==> config.mk <==
export PLATFORM = sky130hd
export DESIGN_NAME = sub_rbs_serial
export DESIGN_NICKNAME = d
export VERILOG_FILES = /design/src/rtl/sub_rbs_serial.sv
export SDC_FILE = /design/constraint.sdc
export NUM_CORES = 1
export LEC_CHECK = 0
export CORE_ASPECT_RATIO = 2
export CORE_UTILIZATION = 55
export DETAILED_ROUTE_END_ITERATION = 8
export MAX_ROUTING_LAYER = met4
export PLACE_DENSITY = 0.86
export SLEW_MARGIN = 20
export SYNTH_ARGS = -nofsm -noshare
export SYNTH_HDL_FRONTEND = slang
export SYNTH_SLANG_ARGS = --single-unit
==> constraint.sdc <==
create_clock -name clk -period 2.9 [get_ports clk]
set_input_delay 0.435 -clock clk [delete_from_list [all_inputs] [get_ports clk]]
set_output_delay 0.435 -clock clk [all_outputs]
set_load 0.1 [all_outputs]
==> src/rtl/sub_rbs_serial.sv <==
// Serial ripple-borrow subtractor: diff = a - b - b_in, one SLICE-bit slice per clock, LSB first.
// Optional signed-overflow flag is built only when SUB_RBS_SERIAL_OVF_EN is defined.
module sub_rbs_serial #(
  parameter int unsigned WIDTH = 16,
  parameter int unsigned SLICE = 4
) (
  input  logic             clk,
  input  logic             rst_n,
  input  logic             start,
  input  logic [WIDTH-1:0] a,
  input  logic [WIDTH-1:0] b,
  input  logic             b_in,
  output logic             busy,
  output logic             done,
  output logic [WIDTH-1:0] diff,
  output logic             b_out,
  output logic             ovf
);

  localparam int unsigned NS       = WIDTH / SLICE;
  localparam int unsigned KW       = (NS > 1) ? $clog2(NS) : 1;
  localparam int unsigned SW       = SLICE + 1;
  localparam int unsigned SHIFT_UP = WIDTH - SLICE;
  localparam logic [KW-1:0] K_LAST = KW'(NS - 1);

  typedef enum logic {
    IDLE,
    RUN
  } state_t;

  state_t           state_q, state_d;
  logic [KW-1:0]    k_q, k_d;
  logic [WIDTH-1:0] a_w_q, a_w_d;
  logic [WIDTH-1:0] b_w_q, b_w_d;
  logic [WIDTH-1:0] wdiff_q, wdiff_d;
  logic             brw_q, brw_d;
  logic             busy_d, done_d, b_out_d;
  logic [WIDTH-1:0] diff_d;
  logic [SW-1:0]    slice_full;

`ifdef SUB_RBS_SERIAL_OVF_EN
  logic a_sign_q, a_sign_d;
  logic b_sign_q, b_sign_d;
  logic ovf_d;
`endif

  // Working operands shift right each cycle, so the current slice is always the low SLICE bits.
  always_comb begin
    slice_full = {1'b0, a_w_q[SLICE-1:0]} - {1'b0, b_w_q[SLICE-1:0]} - SW'(brw_q);
  end

  // Next-state and registered-output logic
  always_comb begin
    state_d = state_q;
    k_d     = k_q;
    a_w_d   = a_w_q;
    b_w_d   = b_w_q;
    wdiff_d = wdiff_q;
    brw_d   = brw_q;
    done_d  = 1'b0;
    diff_d  = diff;
    b_out_d = b_out;
`ifdef SUB_RBS_SERIAL_OVF_EN
    a_sign_d = a_sign_q;
    b_sign_d = b_sign_q;
    ovf_d    = ovf;
`endif

    case (state_q)
      IDLE: begin
        if (start) begin
          a_w_d   = a;
          b_w_d   = b;
          brw_d   = b_in;
          wdiff_d = '0;
          k_d     = '0;
          state_d = RUN;
`ifdef SUB_RBS_SERIAL_OVF_EN
          a_sign_d = a[WIDTH-1];
          b_sign_d = b[WIDTH-1];
`endif
        end
      end
      RUN: begin
        a_w_d   = a_w_q >> SLICE;
        b_w_d   = b_w_q >> SLICE;
        brw_d   = slice_full[SLICE];
        // New slice enters at the top; after NS slices the LSB slice has reached bit 0.
        wdiff_d = (wdiff_q >> SLICE) | (WIDTH'(slice_full[SLICE-1:0]) << SHIFT_UP);
        k_d     = k_q + KW'(1);
        if (k_q == K_LAST) begin
          k_d     = '0;
          state_d = IDLE;
          done_d  = 1'b1;
          diff_d  = wdiff_d;
          b_out_d = slice_full[SLICE];
`ifdef SUB_RBS_SERIAL_OVF_EN
          ovf_d   = (a_sign_q != b_sign_q) && (wdiff_d[WIDTH-1] != a_sign_q);
`endif
        end
      end
      default: state_d = IDLE;
    endcase

    busy_d = (state_d == RUN);
  end

  // State and output registers
  always_ff @(posedge clk or negedge rst_n) begin
    if (!rst_n) begin
      state_q <= IDLE;
      k_q     <= '0;
      a_w_q   <= '0;
      b_w_q   <= '0;
      wdiff_q <= '0;
      brw_q   <= 1'b0;
      busy    <= 1'b0;
      done    <= 1'b0;
      diff    <= '0;
      b_out   <= 1'b0;
    end else begin
      state_q <= state_d;
      k_q     <= k_d;
      a_w_q   <= a_w_d;
      b_w_q   <= b_w_d;
      wdiff_q <= wdiff_d;
      brw_q   <= brw_d;
      busy    <= busy_d;
      done    <= done_d;
      diff    <= diff_d;
      b_out   <= b_out_d;
    end
  end

`ifdef SUB_RBS_SERIAL_OVF_EN
  // Overflow flag and latched operand signs
  always_ff @(posedge clk or negedge rst_n) begin
    if (!rst_n) begin
      a_sign_q <= 1'b0;
      b_sign_q <= 1'b0;
      ovf      <= 1'b0;
    end else begin
      a_sign_q <= a_sign_d;
      b_sign_q <= b_sign_d;
      ovf      <= ovf_d;
    end
  end
`else
  assign ovf = 1'b0;
`endif

endmodule
After elaboration in Yosys (flattened, before gate mapping). Cells that the tools add are included.

$add $sub $neg: 3. $mul: 0. Divide/modulo/power cells: 0. $lt $le $gt $ge: 0. Eq/ne operators: 2. Shift-type cells: 0. Multiplexer cells: 16. Bitwise operators: 2. Reductions and logical operators: 1.

Operators by type and width (number): $pmux W16 S2 (3); $mux W16 (3); $or A12 B16 Y16 (1); $mux W1 (5); $sub A4 B4 Y5 (1); $sub A5 B1 Y5 (1); $mux W2 (2); $pmux W1 S2 (2); $pmux W2 S2 (1); $add A2 B1 Y2 const B (1); $eq A2 B2 Y1 const B (1); $ne A2 B2 Y1 const B (1); $reduce_and A2 Y1 (1); $not A1 Y1 (1).

Flip-flop bits (word level): 70. Latch bits: 0. Bits in writable memories: 0. Memory bits (read-only): 0. Input bits: 36. Output and inout bits: 20. Memories: 0.

Logic depth before layout (Yosys ltp). Gate-level depths: netlist of the first run.

Word-level depth: 4. Gate-level depth with buffers: 7. Depth with buffers taken out: 7.

Worst setup path after synthesis of the first run. No wires, ideal clock.

Kind: register to register. Start point: register a_w_q[0]. End point: register b_out. Library setup time: 0.124 ns. Data arrival time: 1.839 ns. Required time: 2.776 ns. Slack: 0.937 ns. Cell stages (with the launch flop): 6. Period minus slack after synthesis: 1.963 ns. Path through: dfrtp_1 > fa_1 > fa_1 > nand2b_1 > a21o_1 > a211o_1.

Longest elaborated chain between the ends: 2.

Ends and longest elaborated chain: start, declared (RTL line 33) `logic [WIDTH-1:0] a_w_q, a_w_d;`; start signal, assigned (RTL line 124) `a_w_q <= a_w_d;`; $sub A4 B4 Y5 (RTL line 49) `slice_full = {1'b0, a_w_q[SLICE-1:0]} - {1'b0, b_w_q[SLICE-1:0]} - SW'(brw_q);`; $sub A5 B1 Y5 (RTL line 49); end signal, assigned (RTL line 131) `b_out <= b_out_d;`; end, declared (RTL line 16) `output logic b_out,`.

Every way passes these cells. A chain may end at the register's enable or synchronous reset.

Worst setup path in the final report of the first run.
Start point: register a_w_q[0]. End point: register brw_q.

Longest elaborated chain between the ends: 3.

Ends and longest elaborated chain: $sub A4 B4 Y5 (RTL line 49); $sub A5 B1 Y5 (RTL line 49); $pmux W1 S2 (RTL line 69) `case (state_q)`; end signal, assigned (RTL line 127) `brw_q <= brw_d;`; end, declared (RTL line 36) `logic brw_q, brw_d;`.

Every way passes these cells.

==> flow_summary.toml, run 1 <==
[grt]
grt_overflow = 0
antenna_found_initial = 0
grt_pass1_wl_mm = 8.98
grt_start_max_net_pins = 49
grt_util_all_layers = 0.229
first_global_vias = 2075

[clocking]
postCtsHoldBufs = 0
clkSinkCount = 66
cts_root_buf = "clkbuf_8"
cts_buffers = 9
htree_levels = 3
cts_tree = "built"
postCtsSetupBuffers = 0
worst_skew_pair.late_latency_ns = 0.34
clk_pin_slew_ns = 0.07
cts_resized = 0
cts_buffer_depth = 2

[synth]
synth_seq_cells = 66
synth_fa_ha_area_frac = 0.0430
synth_cells = 264
synth_xor_area_frac = 0.00590
yosysWarnings = 0
synth_compound_area_frac = 0.0982
muxShareOfSynthArea = 0.157
synth_cell_types = 31
synth_nets = 309
syn_area_sq_um = 2970
avgSynthCellArea_sq_um = 11.2
synth_top_family_by_area = "multiplexers"
synthSimpleGateAreaFrac = 0.0915
yosysSeqAreaShare = 0.556

[critical_path]
endpoint = "brw_q"
reg2regPathDepth = 5
crit_fanout = 3
r2r_end = "brw_q"
end_kind = "flop"
crit_arrival_ns = 2.31
startpoint = "a_w_q[0]"
r2r_slack_ns = 0.83
critPathLaunchType = "flop"
critPathKind = "flop to flop"
r2r_start = "a_w_q[0]"
crit_required_ns = 3.14

[power]
p_leak_uw = 0.00177
peakVddDrop_v = 0.00100
powerDensity_nw_per_um2 = 1210

[route]
routed_wl_mm = 5.56
viasPerCell = 5.44
wire_per_inst_microns = 14.7
dr.pass1.iters = 4
drt_iter0_drc = 50
via_count = 2057
ant_nets = 0
drcViolationCount = 0

[sta]
maxClockFrequency_ghz = 0.483
fin_crit_sh = 0.714
skew_ns = 0.00800
min_period_ns = 2.07
relSlewSlack = 0.505
final_max_slew_viol_count = 0
rsz0062_at_grt = "false"
tightest_slew_ns = 0.743
finalHoldViolations = 0
layout_setup_ws_ns = 0.829
setup_violations = 0
setup_tns_ns = 0

[die]
io-pin-count = 56
dieArea_sq_um = 5710
core-area_sq_um = 5180
die_h_microns = 106
rows = 37
initial_utilization = 0.572
die_w_microns = 53.9

[hold_path]
min_path_type = "input pin to async pin"

[cells_and_area]
diodes = 0
syn_to_final_growth_pct = 22.2
post-route-util = 0.700
drive_above_1_share = 0.169
fin_nets = 361

[placement]
dp_hpwl_mm = 4.07
routabilityCongestion = 0.811
portBuffers = 54
pre_cts_ws_ns = 0.831

[outcome]
status = "complete, no violations"

[job]
maxCapViolCount = 0
## cells in the mapped netlist (all sizes together)
cell | number | area [sq um]
a2111oi | 1 | 15.0
a211o | 3 | 26.3
a211oi | 1 | 7.51
a21o | 1 | 7.51
a221oi | 1 | 8.76
a22o | 5 | 43.8
and2 | 1 | 6.26
and3 | 1 | 6.26
buf | 12 | 78.8
clkbuf | 5 | 18.8
conb | 1 | 3.75
dfrtp | 66 | 1650
fa | 2 | 40.0
ha | 7 | 87.6
inv | 11 | 41.3
mux2 | 12 | 135
mux2i | 33 | 330
nand2 | 48 | 188
nand2b | 1 | 6.26
nand3 | 1 | 5.00
nand4 | 2 | 12.5
nor2 | 11 | 41.3
nor2b | 1 | 6.26
o21ai | 32 | 160
o22ai | 1 | 6.26
o311ai | 1 | 8.76
o31ai | 1 | 7.51
xor2 | 2 | 17.5
## power by group
group / internal [uW] / total [uW] / switching [uW]
Combinational: 665 / 2140 / 1480
Sequential: 1290 / 1560 / 269
Clock: 348 / 672 / 324
Total: 2300 / 4370 / 2070
## sequential cells by signal (all words and copies together), names as in the netlist
signal	cells
a_w_q	16
b_w_q	16
diff	16
wdiff_q	12
k_q	2
b_out	1
brw_q	1
done	1
state_q	1
## worst max-delay path, stage by stage (launching register included)
cell and delay, ns:
dfrtp_1 0.40, fa_1 0.46, fa_1 0.41, nand2b_1 0.22, a21o_1 0.21, a221oi_1 0.27
## per-stage QoR
stage | total power [uW] | cells | area, sq um | hold slack [ns]
after global placement | 3650 | 363 | 3460 | 0.461
after global routing | 4630 | 378 | 3630 | 0.138
after CTS | 4410 | 378 | 3630 | 0.119
after detailed placement | 3740 | 363 | 3460 | 0.471
final | 4370 | 378 | 3630 | 0.100
after floorplan | 3240 | 264 | 2970 | 0.139
## per-layer routing
layer  wire length (microns)  up-vias  global-route usage
li1                        -     1001                   -
met1                    2180      999               0.240
met2                    3050       45               0.378
met3                     194       12              0.0678
met4                     146        0              0.0996
met5                       0        -                   -
## logic make-up (layout without fill, tap and decap cells)
kind of cell    after synthesis  in the layout
other cells                   1              1
flops                        66             66
mux                          45             45
xor+xnor                      2              2
simple gates                 66             66
compound gates               47             47
buf+inv                      28             84
fa+ha+maj                     9              9
## cell type report
| type | count | area (sq um) |
|---|---|---|
| clock inverters | 3 | 15.0 |
| flip-flops and latches | 66 | 1650 |
| fillers | 403 | 1560 |
| clock buffers | 12 | 155 |
| well taps | 58 | 72.6 |
| repair buffers | 58 | 513 |
| inverters | 11 | 41.3 |
| multi-input cells | 170 | 1180 |
## worst min-delay path by stage
stage / start / endpoint / slack [ns]
after floorplan: rst_n / a_w_q[0] / 0.14
after global placement: a_w_q[11] / a_w_q[7] / 0.46
after detailed placement: a_w_q[12] / a_w_q[8] / 0.47
after CTS: rst_n / diff[3] / 0.12
after global routing: rst_n / diff[11] / 0.14
final: rst_n / diff[7] / 0.10
## placed cells by master (no fill, tap or decap), types with 2 or more instances in the layout
master	instances
a211o_1	3
a22o_1	5
buf_2	2
buf_4	23
clkbuf_8	11
clkdlybuf4s50_1	33
clkinv_2	3
dfrtp_1	65
fa_1	2
ha_1	7
inv_1	11
mux2_2	12
mux2i_1	33
nand2_1	47
nand4_1	2
nor2_1	11
o21ai_0	32
xor2_1	2
(Power assumes the default switching activity.)
==> inputs of run 2 (changes only) <==
- CORE_UTILIZATION: 55 -> 52
- PLACE_DENSITY: 0.86 -> 0.82
- clock period: 2.9 -> 2 ns (I/O delays scaled with it)
==> run 2 against run 1 <==
Total power increased by 51%. Final cell count increased by 2.4%. Sequential share of layout area decreased by 1.7 points. Critical path type unchanged. Critical endpoint is now b_out. Largest cell class unchanged.
==> flow_summary.toml, run 2 (synthesized netlist as in run 1, its figures left out) <==
[outcome]
status = "complete, no violations"

[die]
die_w_microns = 55.4
rows = 38
io-pin-count = 56
core-area_sq_um = 5470
dieArea_sq_um = 6030
die_h_microns = 109
initial_utilization = 0.543

[route]
dr.pass1.iters = 4
drcViolationCount = 0
via_count = 2104
viasPerCell = 5.44
drt_iter0_drc = 61
routed_wl_mm = 5.96
wire_per_inst_microns = 15.4
ant_nets = 0

[clocking]
postCtsSetupBuffers = 0
htree_levels = 3
cts_tree = "built"
cts_root_buf = "clkbuf_8"
cts_buffers = 9
clk_pin_slew_ns = 0.07
cts_buffer_depth = 2
clkSinkCount = 66
worst_skew_pair.late_latency_ns = 0.34

[critical_path]
crit_required_ns = 2.22
end_kind = "flop"
path_delay_family = "adder cells"
worst-path-buf-inv = 0
crit_chain = "fa_2 > fa_2 > nand2b_4 > a21o_1 > a211o_1"
crit_arrival_ns = 2.12
slowest_stage = "fa_2"
critPathMostFrequentCell = "fa_2"
critPathKind = "flop to flop"
slowest_delay_ns = 0.42
crit_fanout = 3
critPathLaunchType = "flop"

[grt]
antenna_found_initial = 0
grt_pass1_wl_mm = 9.90
first_global_vias = 2145
grt_util_all_layers = 0.227
grt_start_max_net_pins = 33
grt_overflow = 0

[cells_and_area]
syn_to_final_growth_pct = 27.0
drive_above_1_share = 0.196
diodes = 0
final_common_cell = "dfrtp_1"
largestRegisters = "a_w_q (16), b_w_q (16), diff (16)"
post-route-util = 0.689
fin_area_sq_um = 3770
fin_nets = 367
final_cell_mix = "dfrtp_1, nand2_1, mux2i_1, clkdlybuf4s50_1, o21ai_0"

[job]
maxCapViolCount = 0

[placement]
place_area_sq_um = 3550
dp_hpwl_mm = 4.34
portBuffers = 54
routabilityCongestion = 0.806

[sta]
maxClockFrequency_ghz = 0.527
relSlewSlack = 0.571
tightest_slew_ns = 0.644
rsz0062_at_grt = "false"
min_period_ns = 1.90
finalHoldViolations = 0
setup_violations = 0
final_max_slew_viol_count = 0
skew_ns = 0.0103
fin_crit_sh = 0.950

[hold_path]
min_path_type = "input pin to flop"

[power]
peakVddDrop_v = 0.00157
powerDensity_nw_per_um2 = 1750
p_leak_uw = 0.00184
==> run 2: final timing paths <==
kind	start	endpoint	slack, ns	depth (start not counted)
worst max register to register	a_w_q[0]	b_out	0.10	5
worst max-delay path	a_w_q[0]	b_out	0.10	5
worst min register to register	a_w_q[11]	a_w_q[7]	0.47	2
max in group asynchronous	rst_n	state_q	0.88	3
min in group asynchronous	rst_n	a_w_q[3]	0.53	2
worst min-delay path	start	wdiff_q[11]	0.44	2
==> run 2: what timing repair did <==
| item | CTS | global route |
|---|---|---|
| hold endpoints to repair | 26 | 0 |
| endpoints found under the setup margin | 2 | 2 |
| hold buffers | 1 | 0 |
| pin swaps | 1 | 0 |
| gates cloned | 0 | 0 |
| gates resized for setup | 3 | 2 |
==> run 2: through the flow <==
stage	hold slack [ns]	worst slack (ns)	TNS [ns]	total power, uW	instances
after floorplan	0.00441	0.0369	0	4700	264
after global placement	0.351	0.0184	0	5390	370
after detailed placement	0.362	-0.0670	-0.123	5520	370
after CTS	0.445	0.0433	0	6630	387
after global routing	0.466	0.00916	0	6990	387
final	0.442	0.101	0	6600	387
==> run 2: cell type report <==
| cell class | instances | area, sq um |
|---|---|---|
| clock buffer | 14 | 183 |
| timing repair buffer | 64 | 611 |
| multi-input combinational | 170 | 1200 |
| fill | 417 | 1700 |
| tap | 60 | 75.1 |
| sequential | 66 | 1650 |
| clock inverter | 2 | 10.0 |
| inverter | 11 | 41.3 |
==> run 2: per-layer routing <==
metal  GRT usage  wire [microns]  vias to the layer above
met2       0.398            3380                       58
met3      0.0356             193                       16
met4       0.168             221                        0
met5           -               0                        -
met1       0.223            2170                     1020
li1            -               -                     1010
==> run 2: power breakdown <==
group | total [uW] | leakage, uW | internal [uW] | switching (uW)
registers | 2180 | 0.000850 | 1870 | 308
clock network | 1050 | 0.000102 | 582 | 465
logic | 3370 | 0.000883 | 1080 | 2300
total | 6600 | 0.00184 | 3530 | 3070
==> inputs of run 3 (changes only) <==
- GPL_TIMING_DRIVEN: not set -> 0
==> run 3 against run 2 <==
Sequential cell count unchanged. First-iteration DRC count unchanged. Final cell count up 2.1%. Worst hold slack worse by 0.12 ns. Maximum frequency down 4.1%. Wire length up 3.8%.
==> flow_summary.toml, run 3 (synthesized netlist as in run 1, its figures left out) <==
[outcome]
status = "complete, no violations"

[cells_and_area]
post-route-util = 0.701
syn_to_final_growth_pct = 29.2
drive_above_1_share = 0.143
diodes = 0
fin_nets = 375
largestRegisters = "a_w_q (16), b_w_q (16), diff (16)"
final_cell_mix = "dfrtp_1, nand2_1, mux2i_1, clkdlybuf4s50_1, o21ai_0"
final_common_cell = "dfrtp_1"

[placement]
dp_hpwl_mm = 4.53
portBuffers = 53
routabilityCongestion = 0.897
pre_cts_ws_ns = -0.116

[die]
io-pin-count = 56
die_h_microns = 109
rows = 38
initial_utilization = 0.543
die_w_microns = 55.4
dieArea_sq_um = 6030
core-area_sq_um = 5470

[job]
maxCapViolCount = 0

[clocking]
clk_pin_slew_ns = 0.07
cts_tree = "built"
clkSinkCount = 66
worst_skew_pair.late_latency_ns = 0.35
htree_levels = 3
postCtsSetupBuffers = 0
cts_root_buf = "clkbuf_8"
cts_buffers = 9
cts_buffer_depth = 2

[power]
powerDensity_nw_per_um2 = 1750
p_leak_uw = 0.00187
peakVddDrop_v = 0.00154
total_power_uw = 6710

[sta]
layout_setup_ws_ns = 0.0206
final_max_slew_viol_count = 0
maxClockFrequency_ghz = 0.505
setup_violations = 0
skew_ns = 0.00818
fin_crit_sh = 0.990
rsz0062_at_grt = "true"
relSlewSlack = 0.363
tightest_slew_ns = 0.959
min_period_ns = 1.98
finalHoldViolations = 0
holdWs_ns = 0.326

[grt]
grt_overflow = 0
grt_start_max_net_pins = 59
grt_util_all_layers = 0.244
first_global_vias = 2343
grt_pass1_wl_mm = 10.8
antenna_found_initial = 0

[route]
wire_per_inst_microns = 15.7
drcViolationCount = 0
dr.pass1.iters = 4
viasPerCell = 5.48
drt_iter0_drc = 61
via_count = 2165
ant_nets = 0
routed_wl_mm = 6.19

[critical_path]
crit_fanout = 3
crit_required_ns = 2.23
crit_arrival_ns = 2.21
critPathLaunchType = "flop"
critPathKind = "flop to flop"
end_kind = "flop"

[hold_path]
min_path_type = "input pin to async pin"
run 3: final cells by class:
class / count / area (sq um)
Fill cell: 408 / 1630
Buffer: 17 / 97.6
Clock buffer: 9 / 124
Inverter: 11 / 41.3
Sequential cell: 66 / 1650
Timing Repair Buffer: 55 / 542
Clock inverter: 7 / 93.8
Multi-Input combinational cell: 170 / 1210
Tap cell: 60 / 75.1
run 3: stage by stage:
step           TNS (ns)  cell area, sq um  std cells
5_1_grt         -0.0204              3830        395
2_1_floorplan         0              2970        264
3_5_place_dp     -0.228              3600        378
4_1_cts               0              3810        395
6_report              0              3830        395
3_3_place_gp     -93.31              3570        377
run 3: power breakdown:
group / leakage (uW) / switching, uW / internal (uW) / total [uW]
Combinational: 0.000912 / 2320 / 1010 / 3320
Sequential: 0.000851 / 305 / 1870 / 2180
Clock: 0.000105 / 515 / 698 / 1210
Total: 0.00187 / 3140 / 3580 / 6710
run 3: critical path, cell delays in order (launching register included):
cell and delay (ns):
dfrtp_1 0.42, fa_2 0.44, fa_2 0.37, nand2b_4 0.18, a21o_1 0.21, a211o_1 0.26
run 3: path summary, 6_finish.rpt:
check / end / from / cells after the start / slack, ns
min in group clk: brw_q / start / 3 / 0.42
setup reg to reg: b_out / a_w_q[0] / 5 / 0.02
setup / recovery: b_out / a_w_q[0] / 5 / 0.02
hold reg to reg: diff[12] / diff[12] / 2 / 0.48
hold / removal: wdiff_q[7] / rst_n / 2 / 0.33
max in group asynchronous: b_w_q[11] / rst_n / 3 / 1.18
run 3: layer usage:
layer	wire [microns]	global-route usage	up-vias
met5	0	-	-
met2	3350	0.403	59
met3	212	0.0558	23
met1	2360	0.266	1051
li1	-	-	1032
met4	265	0.146	0
run 3: timing repair:
| item | in CTS | in global routing |
|---|---|---|
| endpoints found under the hold margin | 8 | 0 |
| hold buffers | 1 | 0 |
| gates resized for setup | 23 | 2 |
| setup endpoints to repair | 21 | 2 |
